$ cat src/rtl/pc_gen_if.sv
// Program-counter control bundle: redirect/exception requests in, pc/epc/status out.
// The master drives requests; the pc_gen slave returns registered pc state.
interface pc_gen_if #(
   parameter int WIDTH = 32
);
   logic             stall;
   logic             redir_valid;
   logic [WIDTH-1:0] redir_target;
   logic             exc;
   logic             eret;
   logic [WIDTH-1:0] pc;
   logic [WIDTH-1:0] epc;
   logic             in_handler;
   logic             redir_pending;
   logic             exc_taken;
   logic             addr_err;

   modport master (
      output stall, redir_valid, redir_target, exc, eret,
      input  pc, epc, in_handler, redir_pending, exc_taken, addr_err
   );

   modport slave (
      input  stall, redir_valid, redir_target, exc, eret,
      output pc, epc, in_handler, redir_pending, exc_taken, addr_err
   );
endinterface

$ cat src/rtl/pc_gen.sv
// Program counter generator with RUN/HANDLER exception FSM and one-deep redirect buffer; all outputs registered.
// Optional PC_GEN_ALIGN_CHECK_EN turns misaligned redirect targets into exceptions (else bits [1:0] are cleared).
module pc_gen #(
   parameter int               WIDTH      = 32,
   parameter logic [WIDTH-1:0] RESET_ADDR = '0,
   parameter logic [WIDTH-1:0] EXC_ADDR   = WIDTH'(32'h00000800),
   parameter int               STEP       = 4
) (
   input  logic     clk,
   input  logic     rst_n,
   pc_gen_if.slave  bus
);

   typedef enum logic {RUN, HANDLER} state_t;

   state_t           state_q, state_d;
   logic [WIDTH-1:0] pc_q, pc_d;
   logic [WIDTH-1:0] epc_q, epc_d;
   logic [WIDTH-1:0] pend_tgt_q, pend_tgt_d;
   logic             pend_q, pend_d;
   logic             exc_taken_q, exc_taken_d;
   logic [WIDTH-1:0] redir_tgt;
   logic             bad_redir;
   logic             eret_ok;

   assign eret_ok = bus.eret && (state_q == HANDLER);

`ifdef PC_GEN_ALIGN_CHECK_EN
   logic take_direct;
   logic take_pend;
   logic addr_err_q;

   // Raw target is kept so misalignment can be judged when the redirect is consumed.
   assign redir_tgt   = bus.redir_target;
   assign take_direct = bus.redir_valid && !bus.stall;
   assign take_pend   = !bus.redir_valid && pend_q && !bus.stall;
   assign bad_redir   = (take_direct && (bus.redir_target[1:0] != 2'b00)) ||
                        (take_pend   && (pend_tgt_q[1:0]       != 2'b00));

   always_ff @(posedge clk or negedge rst_n) begin
      if (!rst_n) begin
         addr_err_q <= 1'b0;
      end else begin
         addr_err_q <= bad_redir && !eret_ok && !bus.exc;
      end
   end

   assign bus.addr_err = addr_err_q;
`else
   assign redir_tgt    = {bus.redir_target[WIDTH-1:2], 2'b00};
   assign bad_redir    = 1'b0;
   assign bus.addr_err = 1'b0;
`endif

   always_comb begin
      state_d     = state_q;
      pc_d        = pc_q;
      epc_d       = epc_q;
      pend_d      = pend_q;
      pend_tgt_d  = pend_tgt_q;
      exc_taken_d = 1'b0;

      // A misaligned redirect only wins if nothing above it in priority fires.
      if (bus.exc || (bad_redir && !eret_ok)) begin
         pc_d        = EXC_ADDR;
         if (state_q == RUN) begin
            epc_d = pc_q;
         end
         state_d     = HANDLER;
         pend_d      = 1'b0;
         exc_taken_d = 1'b1;
      end else if (eret_ok) begin
         pc_d    = epc_q;
         state_d = RUN;
         pend_d  = 1'b0;
      end else if (bus.redir_valid) begin
         if (bus.stall) begin
            pend_d     = 1'b1;
            pend_tgt_d = redir_tgt;
         end else begin
            pc_d   = redir_tgt;
            pend_d = 1'b0;
         end
      end else if (pend_q && !bus.stall) begin
         pc_d   = pend_tgt_q;
         pend_d = 1'b0;
      end else if (!bus.stall) begin
         pc_d = pc_q + WIDTH'(STEP);
      end
   end

   always_ff @(posedge clk or negedge rst_n) begin
      if (!rst_n) begin
         state_q     <= RUN;
         pc_q        <= RESET_ADDR;
         epc_q       <= '0;
         pend_q      <= 1'b0;
         pend_tgt_q  <= '0;
         exc_taken_q <= 1'b0;
      end else begin
         state_q     <= state_d;
         pc_q        <= pc_d;
         epc_q       <= epc_d;
         pend_q      <= pend_d;
         pend_tgt_q  <= pend_tgt_d;
         exc_taken_q <= exc_taken_d;
      end
   end

   assign bus.pc            = pc_q;
   assign bus.epc           = epc_q;
   assign bus.in_handler    = (state_q == HANDLER);
   assign bus.redir_pending = pend_q;
   assign bus.exc_taken     = exc_taken_q;

endmodule

$ cat src/flat_wrapper.sv
// flat-port wrapper written by rule: the top's interface ports become plain ports
module pc_gen_flat 
#(
   parameter int               WIDTH      = 32,
   parameter logic [WIDTH-1:0] RESET_ADDR = '0,
   parameter logic [WIDTH-1:0] EXC_ADDR   = WIDTH'(32'h00000800),
   parameter int               STEP       = 4
)
  (clk, rst_n, bus_stall, bus_redir_valid, bus_redir_target, bus_exc, bus_eret, bus_pc, bus_epc, bus_in_handler, bus_redir_pending, bus_exc_taken, bus_addr_err);
  pc_gen_if #(.WIDTH(WIDTH)) bus_i ();
  input  logic clk;
  input  logic rst_n;
  input wire logic [$bits(bus_i.stall)-1:0] bus_stall;
  input wire logic [$bits(bus_i.redir_valid)-1:0] bus_redir_valid;
  input wire logic [$bits(bus_i.redir_target)-1:0] bus_redir_target;
  input wire logic [$bits(bus_i.exc)-1:0] bus_exc;
  input wire logic [$bits(bus_i.eret)-1:0] bus_eret;
  output wire logic [$bits(bus_i.pc)-1:0] bus_pc;
  output wire logic [$bits(bus_i.epc)-1:0] bus_epc;
  output wire logic [$bits(bus_i.in_handler)-1:0] bus_in_handler;
  output wire logic [$bits(bus_i.redir_pending)-1:0] bus_redir_pending;
  output wire logic [$bits(bus_i.exc_taken)-1:0] bus_exc_taken;
  output wire logic [$bits(bus_i.addr_err)-1:0] bus_addr_err;
  assign bus_i.stall = bus_stall;
  assign bus_i.redir_valid = bus_redir_valid;
  assign bus_i.redir_target = bus_redir_target;
  assign bus_i.exc = bus_exc;
  assign bus_i.eret = bus_eret;
  assign bus_pc = bus_i.pc;
  assign bus_epc = bus_i.epc;
  assign bus_in_handler = bus_i.in_handler;
  assign bus_redir_pending = bus_i.redir_pending;
  assign bus_exc_taken = bus_i.exc_taken;
  assign bus_addr_err = bus_i.addr_err;
  pc_gen #(.WIDTH(WIDTH), .RESET_ADDR(RESET_ADDR), .EXC_ADDR(EXC_ADDR), .STEP(STEP)) u_core (.clk(clk), .rst_n(rst_n), .bus(bus_i));
endmodule
$ cat config.mk
export PLATFORM = sky130hd
export DESIGN_NAME = pc_gen_flat
export DESIGN_NICKNAME = d
export VERILOG_FILES = /design/src/rtl/pc_gen_if.sv /design/src/rtl/pc_gen.sv /design/src/flat_wrapper.sv
export SDC_FILE = /design/constraint.sdc
export NUM_CORES = 1
export LEC_CHECK = 0
export ABC_AREA = 1
export BUFFER_PORTS_ARGS = -buffer_cell sky130_fd_sc_hd__buf_2
export CAP_MARGIN = 5
export CORE_ASPECT_RATIO = 0.9
export CORE_UTILIZATION = 50
export CTS_BUF_LIST = sky130_fd_sc_hd__clkbuf_4
export CTS_CLUSTER_SIZE = 30
export DETAILED_ROUTE_END_ITERATION = 8
export MAX_ROUTING_LAYER = met4
export PLACE_DENSITY_LB_ADDON = 0.08
export SETUP_SLACK_MARGIN = 0.2
export SLEW_MARGIN = 10
export SYNTH_ARGS = -nofsm -noshare
export SYNTH_HDL_FRONTEND = slang
export SYNTH_SLANG_ARGS = --single-unit
$ cat constraint.sdc
create_clock -name clk -period 2 [get_ports clk]
set_input_delay 0.6 -clock clk [delete_from_list [all_inputs] [get_ports clk]]
set_output_delay 0.6 -clock clk [all_outputs]
set_load 0.01 [all_outputs]
==> results of run 1 <==
-- metrics by stage --
step,util [%],instances
after floorplan,-,805
after global placement,58.91,1054
after detailed placement,58.91,1054
after CTS,60.15,1073
after global routing,61.01,1074
final,61.01,1074
-- synthesized netlist by cell type, drive strengths merged, types with 3 or more instances --
master / instances / area (µm²)
nand4: 3 / 18.77
nand3: 39 / 195.2
inv: 99 / 374.1
nand2: 281 / 1075
clkbuf: 23 / 116.4
buf: 9 / 68.81
dfrtp: 97 / 2427
o21ai: 107 / 535.5
or2: 8 / 50.05
mux2: 3 / 37.53
nor2: 101 / 450.4
xor2: 6 / 52.55
a21oi: 11 / 55.05
o22ai: 5 / 31.28
-- power groups by stage --
| stage | combinational (mW) | sequential (mW) | clock (mW) |
|---|---|---|---|
| 2_1_floorplan | 0.570 | 2.55 | 0 |
| 3_3_place_gp | 1.07 | 2.50 | 0 |
| 3_5_place_dp | 1.09 | 2.52 | 0 |
| 4_1_cts | 1.11 | 2.48 | 0.970 |
| 5_1_grt | 1.29 | 2.53 | 1.04 |
| 6_report | 1.13 | 2.49 | 0.942 |
-- worst min path at each step --
stage / from / to / slack [ns] / cells past startpoint
final: rst_n / u_core.bus.epc[0] / 0.08 / 2
after floorplan: rst_n / u_core.bus.epc[0] / 0.30 / 0
after global placement: u_core.pend_tgt_q[29] / u_core.pend_tgt_q[29] / 0.46 / 2
after global routing: rst_n / u_core.bus.exc_taken / 0.08 / 2
after detailed placement: u_core.pend_tgt_q[14] / u_core.pend_tgt_q[14] / 0.47 / 2
after CTS: rst_n / u_core.bus.pc[0] / 0.07 / 2
-- area by class of cell --
type                       count  area (µm²)
fill                        1041        4233
multi-input combinational    576        2656
sequential                    97        2440
timing repair buffer         134       852.1
inverter                      99       374.1
tap                          152       190.2
clock buffer                  12       90.09
clock inverter                 4       20.02
-- flip-flops by register name, indices dropped and copies added (netlist names) --
signal                    flops
u_core.bus.epc               32
u_core.bus.exc_taken          1
u_core.bus.in_handler         1
u_core.bus.pc                32
u_core.bus.redir_pending      1
u_core.pend_tgt_q            30
-- routing by layer --
| layer | up-vias | track usage [%] | share of wire [%] |
|---|---|---|---|
| li1 | 2723 | - | - |
| met2 | 217 | 46.39 | 44 |
| met3 | 17 | 4.686 | 6.5 |
| met4 | 0 | 7.389 | 1.2 |
| met1 | 2594 | 42.48 | 48 |
| met5 | - | - | 0 |
-- cells by family (layout without fill, tap and decap cells) --
group,after synthesis,in the layout
adders and majority gates,1,1
and+or+nand+nor,434,434
muxes,3,3
buffers and inverters,132,249
other,1,1
DFF,97,97
xor gates and xnor gates,6,6
AOI/OAI and AO/OA,131,131
-- worst max-delay path: stages (launching register included) --
cell	delay, ns
dfrtp_1	0.41
buf_4	0.16
buf_2	0.13
-- what timing repair did --
item / in CTS / in global routing
pin swaps: 0 / 4
buffers inserted: 3 / 1
setup endpoints to repair: 5 / 30
gates resized for setup: 2 / 30
==> impl_metrics.env, run 1 <==
export IMPL_grt_overflow_total=0
export IMPL_synth_compound_area_share_pct=12.25
export IMPL_cp_start_kind="register"
export IMPL_synth_fp_nets=844
export IMPL_async_reset_ff_share_pct=100.0
export IMPL_finClkSkew_ns=0.01872
export IMPL_synth_fa_ha_area_share_pct=0.2239
export IMPL_ant_nets=0
export IMPL_numClockSinks=97
export IMPL_drc_errors=0
export IMPL_combPwrFrac_pct=24.7
export IMPL_dpl_instance_area_um2=6395
export IMPL_timing_setup_tns_ns=0
export IMPL_yosysUniqueCellTypes=35
export IMPL_synth_top_family_by_area="simple AND/OR/NAND/NOR gates"
export IMPL_synth_seq_cells=97
export IMPL_layout_commonest_cell="nand2_1"
export IMPL_dieHeight_um=102.3
export IMPL_ctsHoldBuffers=0
export IMPL_cts_tree="done"
export IMPL_peakVddDrop_v=0.0005211
export IMPL_dr_pass1_iters=5
export IMPL_min_period_over_period_pct=88.12
export IMPL_crit_end="bus_pc[11]"
export IMPL_grt_max_degree=59
export IMPL_area_growth_syn_to_layout_pct=18.49
export IMPL_arrival_ns=1.16
export IMPL_reg2regPathDepth=11
export IMPL_min_period_ns=1.762
export IMPL_required_ns=1.40
export IMPL_p_total_mw=4.560
export IMPL_via_per_inst=5.169
export IMPL_max_freq_mhz=567.4
export IMPL_nets=956
export IMPL_fp_dieW_um=113.4
export IMPL_slew_viol_final=0
export IMPL_power_switching_mw=1.568
export IMPL_n_antenna_cell=0
export IMPL_critPathLaunch="u_core.bus.pc[11]"
export IMPL_hold_class="in -> async"
export IMPL_p_sw_share_pct=34.38
export IMPL_clk_pin_slew_ns=0.15
export IMPL_clk_path_buf_depth=2
export IMPL_dieArea_um2=11610
export IMPL_syn_avg_cell_area_um2=6.943
export IMPL_worst_setup_path_type="reg -> out"
export IMPL_cap_violations=0
export IMPL_initial_core_util_pct=51.49
export IMPL_synth_cells=805
export IMPL_synth_simple_area_share_pct=32.19
export IMPL_ios=106
export IMPL_final_hold_violation_count=0
export IMPL_finalHoldWorstSlack_ns=0.08051
export IMPL_antenna_found_initial=0
export IMPL_synth_edf_count=0
export IMPL_stdcell_area_um2=6623
export IMPL_postRouteWirelength_mm=15.83
export IMPL_routedWlPerCell_um=14.74
export IMPL_post_place_ws_ns=0.1377
export IMPL_dr_first_iter_drc_count=454
export IMPL_cts_buffers_inserted=9
export IMPL_cts_htree_levels=3
export IMPL_pwr_share_seq_pct=54.6
export IMPL_synth_xor_area_share_pct=0.9402
export IMPL_r2r_start="u_core.bus.pc[2]"
export IMPL_p_per_area_nw_per_um2=688.6
export IMPL_grt_pass1_vias=5166
export IMPL_rr_endpoint="u_core.bus.pc[18]"
export IMPL_endpoint_kind="output port"
export IMPL_setup_violations=0
export IMPL_ys_seq_area_share_pct=43.43
export IMPL_intPower_mw=2.992
export IMPL_mostFrequentLayoutCells="nand2_1 (271), o21ai_0 (102), buf_2 (101)"
export IMPL_crit_fanout=4
export IMPL_r2r_slack_ns=0.29
export IMPL_vias=5551
export IMPL_grt_total_usage_pct=30.32
export IMPL_status="finished clean"
export IMPL_grt_pass1_wl_mm=26.19
export IMPL_layout_drive_gt1_share_pct=22.13
export IMPL_rsz0062_at_grt="true"
export IMPL_row_count=36
export IMPL_ctsRootBufferMaster="clkbuf_4"
export IMPL_ys_warn_count=0
export IMPL_syn_area_um2=5589
export IMPL_clk_latency_ns=0.47
export IMPL_p_leak_nw=3.538
export IMPL_synth_ff_type="dfrtp_1"
export IMPL_synth_mux_area_share_pct=0.6716
export IMPL_clkPwrFrac_pct=20.7
export IMPL_place_hpwl_mm=11.26
export IMPL_numPortBuffers=102
export IMPL_worst_slack_ns=0.2376
export IMPL_gp_congestion=0.8859
export IMPL_fp_coreArea_um2=10860
Note: power is estimated with default switching activity, not from simulation.
==> run 2, diff against run 1 <==
--- a/config.mk
+++ b/config.mk
@@ -14,8 +14,7 @@
 export CTS_CLUSTER_SIZE = 30
 export DETAILED_ROUTE_END_ITERATION = 8
 export MAX_ROUTING_LAYER = met4
-export PLACE_DENSITY_LB_ADDON = 0.08
-export SETUP_SLACK_MARGIN = 0.2
+export PLACE_DENSITY = 0.73
 export SLEW_MARGIN = 10
 export SYNTH_ARGS = -nofsm -noshare
 export SYNTH_HDL_FRONTEND = slang
==> impl_metrics.env, run 2 (same netlist as run 1, synthesis figures left out) <==
export IMPL_status="finished clean"
export IMPL_crit_slowest_cell="dfrtp_1"
export IMPL_fp_coreArea_um2=10860
export IMPL_max_freq_mhz=540.3
export IMPL_cts_tree="done"
export IMPL_arrival_ns=1.25
export IMPL_r2r_start="u_core.bus.pc[3]"
export IMPL_crit_path_cell_trace="buf_4, buf_2"
export IMPL_rr_endpoint="u_core.bus.pc[22]"
export IMPL_layout_drive_gt1_share_pct=19.96
export IMPL_r2r_slack_ns=0.21
export IMPL_worst_slack_ns=0.1491
export IMPL_numPortBuffers=102
export IMPL_grt_total_usage_pct=28.70
export IMPL_dieArea_um2=11610
export IMPL_p_per_area_nw_per_um2=726.7
export IMPL_grt_pass1_wl_mm=24.68
export IMPL_postCtsSetupBuffers=0
export IMPL_finalHoldWorstSlack_ns=0.02761
export IMPL_area_growth_syn_to_layout_pct=17.55
export IMPL_regArea_um2=2427
export IMPL_peakVddDrop_v=0.0004233
export IMPL_ctsHoldBuffers=0
export IMPL_numClockSinks=97
export IMPL_dpl_instance_area_um2=6412
export IMPL_setup_violations=0
export IMPL_vias=5362
export IMPL_rsz0062_at_grt="false"
export IMPL_cap_violations=0
export IMPL_nets=956
export IMPL_n_antenna_cell=0
export IMPL_ctsRootBufferMaster="clkbuf_4"
export IMPL_drc_errors=0
export IMPL_fp_dieW_um=113.4
export IMPL_antenna_found_initial=0
export IMPL_p_total_mw=4.774
export IMPL_cts_htree_levels=3
export IMPL_n_fill_cell=1051
export IMPL_grt_pass1_vias=4869
export IMPL_slew_viol_final=0
export IMPL_required_ns=1.40
export IMPL_endpoint_kind="output port"
export IMPL_cp_start_kind="register"
export IMPL_clk_path_buf_depth=2
export IMPL_routedWlPerCell_um=14.03
export IMPL_min_period_over_period_pct=92.54
export IMPL_initial_core_util_pct=51.49
export IMPL_finClkSkew_ns=0.01984
export IMPL_dr_pass1_iters=5
export IMPL_via_per_inst=4.993
export IMPL_hold_class="in -> async"
export IMPL_dieHeight_um=102.3
export IMPL_clk_pin_slew_ns=0.16
export IMPL_row_count=36
export IMPL_layout_commonest_cell="nand2_1"
export IMPL_p_leak_nw=3.550
export IMPL_cts_buffers_inserted=9
export IMPL_final_hold_violation_count=0
export IMPL_grt_max_degree=55
export IMPL_stdcell_area_um2=6570
export IMPL_timing_setup_tns_ns=0
export IMPL_mostFrequentLayoutCells="nand2_1 (274), o21ai_0 (103), buf_2 (101)"
export IMPL_cpPeakStageDelay_ns=0.46
export IMPL_postRouteWirelength_mm=15.07
export IMPL_ant_nets=0
export IMPL_cts_resized=0
export IMPL_ios=106
export IMPL_clk_latency_ns=0.47
export IMPL_dr_first_iter_drc_count=433
export IMPL_reg2regPathDepth=12
export IMPL_multi_input_area_um2=2592
export IMPL_gp_congestion=0.8975
export IMPL_crit_fanout=4
export IMPL_worst_setup_path_type="reg -> out"
export IMPL_place_hpwl_mm=11.16
export IMPL_grt_overflow_total=0
export IMPL_post_place_ws_ns=0.1931
export IMPL_min_period_ns=1.851
## run 2: changes by cell type in the layout (fill, tap and decap cells not counted), sizes merged
cell	previous run	this run
bufinv	0	2
clkbuf	12	10
clkinv	3	4
clkinvlp	1	0
## run 2: per-stage QoR
stage | util [%] | instances
after detailed placement | 59.07 | 1058
after global routing | 60.52 | 1074
final | 60.52 | 1074
after floorplan | - | 805
after global placement | 59.07 | 1058
after CTS | 60.52 | 1074
## run 2: final cells by class
class / instances / area share (%)
Multi-Input combinational cell: 576 / 39.46
Clock buffer: 10 / 1.143
Tap cell: 152 / 2.895
Clock inverter: 6 / 1.257
Inverter: 99 / 5.694
Timing Repair Buffer: 134 / 12.61
Sequential cell: 97 / 36.95
## run 2: worst max-delay path, delay by kind of cell (launching register included)
kind | cells | cell delay (ns)
DFF | 1 | 0.46
buffers and inverters | 2 | 0.32
## run 2: worst max path at each step
| stage | start | slack, ns | end | cells past startpoint |
|---|---|---|---|---|
| after CTS | u_core.bus.pc[10] | 0.14 | bus_pc[10] | 2 |
| after global placement | bus_eret | 0.21 | u_core.pend_tgt_q[22] | 10 |
| final | u_core.bus.pc[10] | 0.15 | bus_pc[10] | 2 |
| after detailed placement | bus_eret | 0.19 | u_core.pend_tgt_q[19] | 10 |
| after floorplan | bus_eret | 0.34 | u_core.pend_tgt_q[11] | 8 |
| after global routing | u_core.bus.pc[2] | 0.08 | u_core.bus.pc[22] | 12 |
## run 2: where the power goes
group / switching [mW] / total, mW / leakage [nW] / internal, mW
sequential: 0.244 / 2.49 / 1.25 / 2.24
clock: 0.681 / 1.20 / 0.0878 / 0.516
combinational: 0.647 / 1.09 / 2.21 / 0.445
## run 2: per-layer routing
| layer | share of wire, % | vias to the layer above | track usage [%] |
|---|---|---|---|
| met4 | 1.6 | 0 | 8.603 |
| met1 | 48 | 2422 | 39.64 |
| met2 | 44 | 188 | 43.65 |
| met5 | 0 | - | - |
| li1 | - | 2733 | - |
| met3 | 5.6 | 19 | 4.626 |
==> run 3, diff against run 2 <==
==> constraint.sdc (replaced) <==
create_clock -name clk -period 2 [get_ports clk]
set_input_delay 0.1 -clock clk [delete_from_list [all_inputs] [get_ports clk]]
set_output_delay 0.1 -clock clk [all_outputs]
set_load 0.01 [all_outputs]
==> impl_metrics.env, run 3 (same netlist as run 1, synthesis figures left out) <==
export IMPL_dr_pass1_iters=5
export IMPL_crit_family="simple AND/OR/NAND/NOR gates"
export IMPL_clk_pin_slew_ns=0.14
export IMPL_max_freq_mhz=538.4
export IMPL_hold_start="bus_stall"
export IMPL_slew_viol_final=0
export IMPL_ctsRootBufferMaster="clkbuf_4"
export IMPL_crit_path_cell_trace="ha_1, nand2_1, inv_1, nand2_1, nor2_1, nand3_1, nand3_1, nand2_1, nand2_1, nand2_1, nand2_1, nand2_1"
export IMPL_min_period_ns=1.857
export IMPL_endpoint_kind="register"
export IMPL_grt_max_degree=55
export IMPL_wl_met1_mm=7.342
export IMPL_antenna_found_initial=0
export IMPL_routedWlPerCell_um=14.02
export IMPL_stdcell_area_um2=6760
export IMPL_hold_class="in -> reg"
export IMPL_grt_pass1_vias=4997
export IMPL_place_hpwl_mm=10.77
export IMPL_r2r_start="u_core.bus.pc[2]"
export IMPL_fp_dieW_um=113.4
export IMPL_drc_errors=0
export IMPL_min_period_over_period_pct=92.86
export IMPL_path_common_cell="nand2_1"
export IMPL_p_per_area_nw_per_um2=683.6
export IMPL_dp_cells=1043
export IMPL_reg2regPathDepth=12
export IMPL_finClkSkew_ns=0.01109
export IMPL_cts_buffers_inserted=9
export IMPL_dieArea_um2=11610
export IMPL_grt_overflow_total=0
export IMPL_layout_cells_non_filler=1093
export IMPL_dieHeight_um=102.3
export IMPL_area_growth_syn_to_layout_pct=20.95
export IMPL_postRouteWirelength_mm=15.32
export IMPL_arrival_ns=2.22
export IMPL_p_leak_nw=3.603
export IMPL_rsz0062_at_grt="false"
export IMPL_cts_tree="done"
export IMPL_initial_core_util_pct=51.49
export IMPL_crit_fanout=4
export IMPL_clk_path_buf_depth=2
export IMPL_fp_coreArea_um2=10860
export IMPL_r2r_slack_ns=0.14
export IMPL_final_hold_violation_count=0
export IMPL_worst_setup_path_type="reg -> reg"
export IMPL_dpl_instance_area_um2=6287
export IMPL_layout_commonest_cell="nand2_1"
export IMPL_peakVddDrop_v=0.0005025
export IMPL_maxUsedRoutingLayer="met4"
export IMPL_grt_pass1_wl_mm=24.96
export IMPL_crit_buf_inv=1
export IMPL_gp_congestion=0.8803
export IMPL_via_per_inst=5.074
export IMPL_rr_endpoint="u_core.bus.pc[24]"
export IMPL_wl_met3_um=852
export IMPL_cts_htree_levels=3
export IMPL_dr_first_iter_drc_count=478
export IMPL_cap_violations=0
export IMPL_row_count=36
export IMPL_grt_total_usage_pct=28.65
export IMPL_numClockSinks=97
export IMPL_p_total_mw=4.621
export IMPL_nets=976
export IMPL_mostFrequentLayoutCells="nand2_1 (274), o21ai_0 (103), buf_2 (101)"
export IMPL_holdPathEnd="u_core.bus.pc[0]"
export IMPL_whs_path_depth=3
export IMPL_cpPeakStageDelay_ns=0.42
export IMPL_timing_setup_tns_ns=0
export IMPL_numPortBuffers=102
export IMPL_cp_start_kind="register"
export IMPL_layout_drive_gt1_share_pct=17.96
export IMPL_ant_nets=0
export IMPL_ios=106
export IMPL_crit_slowest_cell="dfrtp_1"
export IMPL_required_ns=2.36
export IMPL_n_antenna_cell=0
export IMPL_setup_violations=0
export IMPL_status="finished clean"
export IMPL_vias=5546
export IMPL_routed_wl_met2_mm=7.001
export IMPL_clk_latency_ns=0.45
[run 3: cell types whose count changed in the layout (fill, tap and decap cells not counted), sizes merged]
cell / before / now
dlygate4sd3: 0 / 33
buf: 134 / 121
bufinv: 2 / 1
[run 3: final cells by class]
cell class	count	area (µm²)
multi-input combinational	576	2597
sequential	97	2427
inverter	99	374.1
timing repair buffer	154	1049
tap	152	190.2
fill	1066	4095
clock buffer	10	75.07
clock inverter	5	47.55
[run 3: where the power goes]
| group | switching, mW | leakage, nW | internal [mW] | total (mW) |
|---|---|---|---|---|
| Clock | 0.641 | 0.0711 | 0.378 | 1.02 |
| Sequential | 0.250 | 1.25 | 2.24 | 2.49 |
| Combinational | 0.647 | 2.28 | 0.465 | 1.11 |
[run 3: layer usage]
metal / track usage, % / up-vias
met4: 6.377 / 0
met5: - / -
met2: 44.27 / 176
met3: 4.152 / 11
met1: 40.16 / 2590
li1: - / 2769
[run 3: worst max-delay path by stage]
stage               cells after the start           endpoint  slack, ns             start
floorplan                              11  u_core.bus.pc[18]       0.40  u_core.bus.pc[3]
global placement                       12  u_core.bus.pc[24]       0.25  u_core.bus.pc[2]
detailed placement                     12  u_core.bus.pc[22]       0.18  u_core.bus.pc[2]
CTS                                    12  u_core.bus.pc[22]       0.17  u_core.bus.pc[2]
global route                           12  u_core.bus.pc[20]       0.01  u_core.bus.pc[2]
finish                                 12  u_core.bus.pc[24]       0.14  u_core.bus.pc[2]
[run 3: repair_timing]
action,CTS,global route
hold buffers,33,0
buffers inserted,0,2
endpoints found under the setup margin,0,5
endpoints found under the hold margin,112,0
resized for setup,0,1
[run 3: worst min-delay path: stages]
cell and delay (ns):
buf_2 0.09, o21ai_0 0.11, o21ai_0 0.15
[run 3: metrics by stage]
step	setup slack [ns]	util [%]	hold WS, ns
5_1_grt	0.009655	62.28	0.03948
6_report	0.1428	62.28	0.02968
3_5_place_dp	0.1800	57.92	0.06297
4_1_cts	0.1665	62.09	0.006169
3_3_place_gp	0.2504	57.92	0.06103
2_1_floorplan	0.4033	-	-0.1956
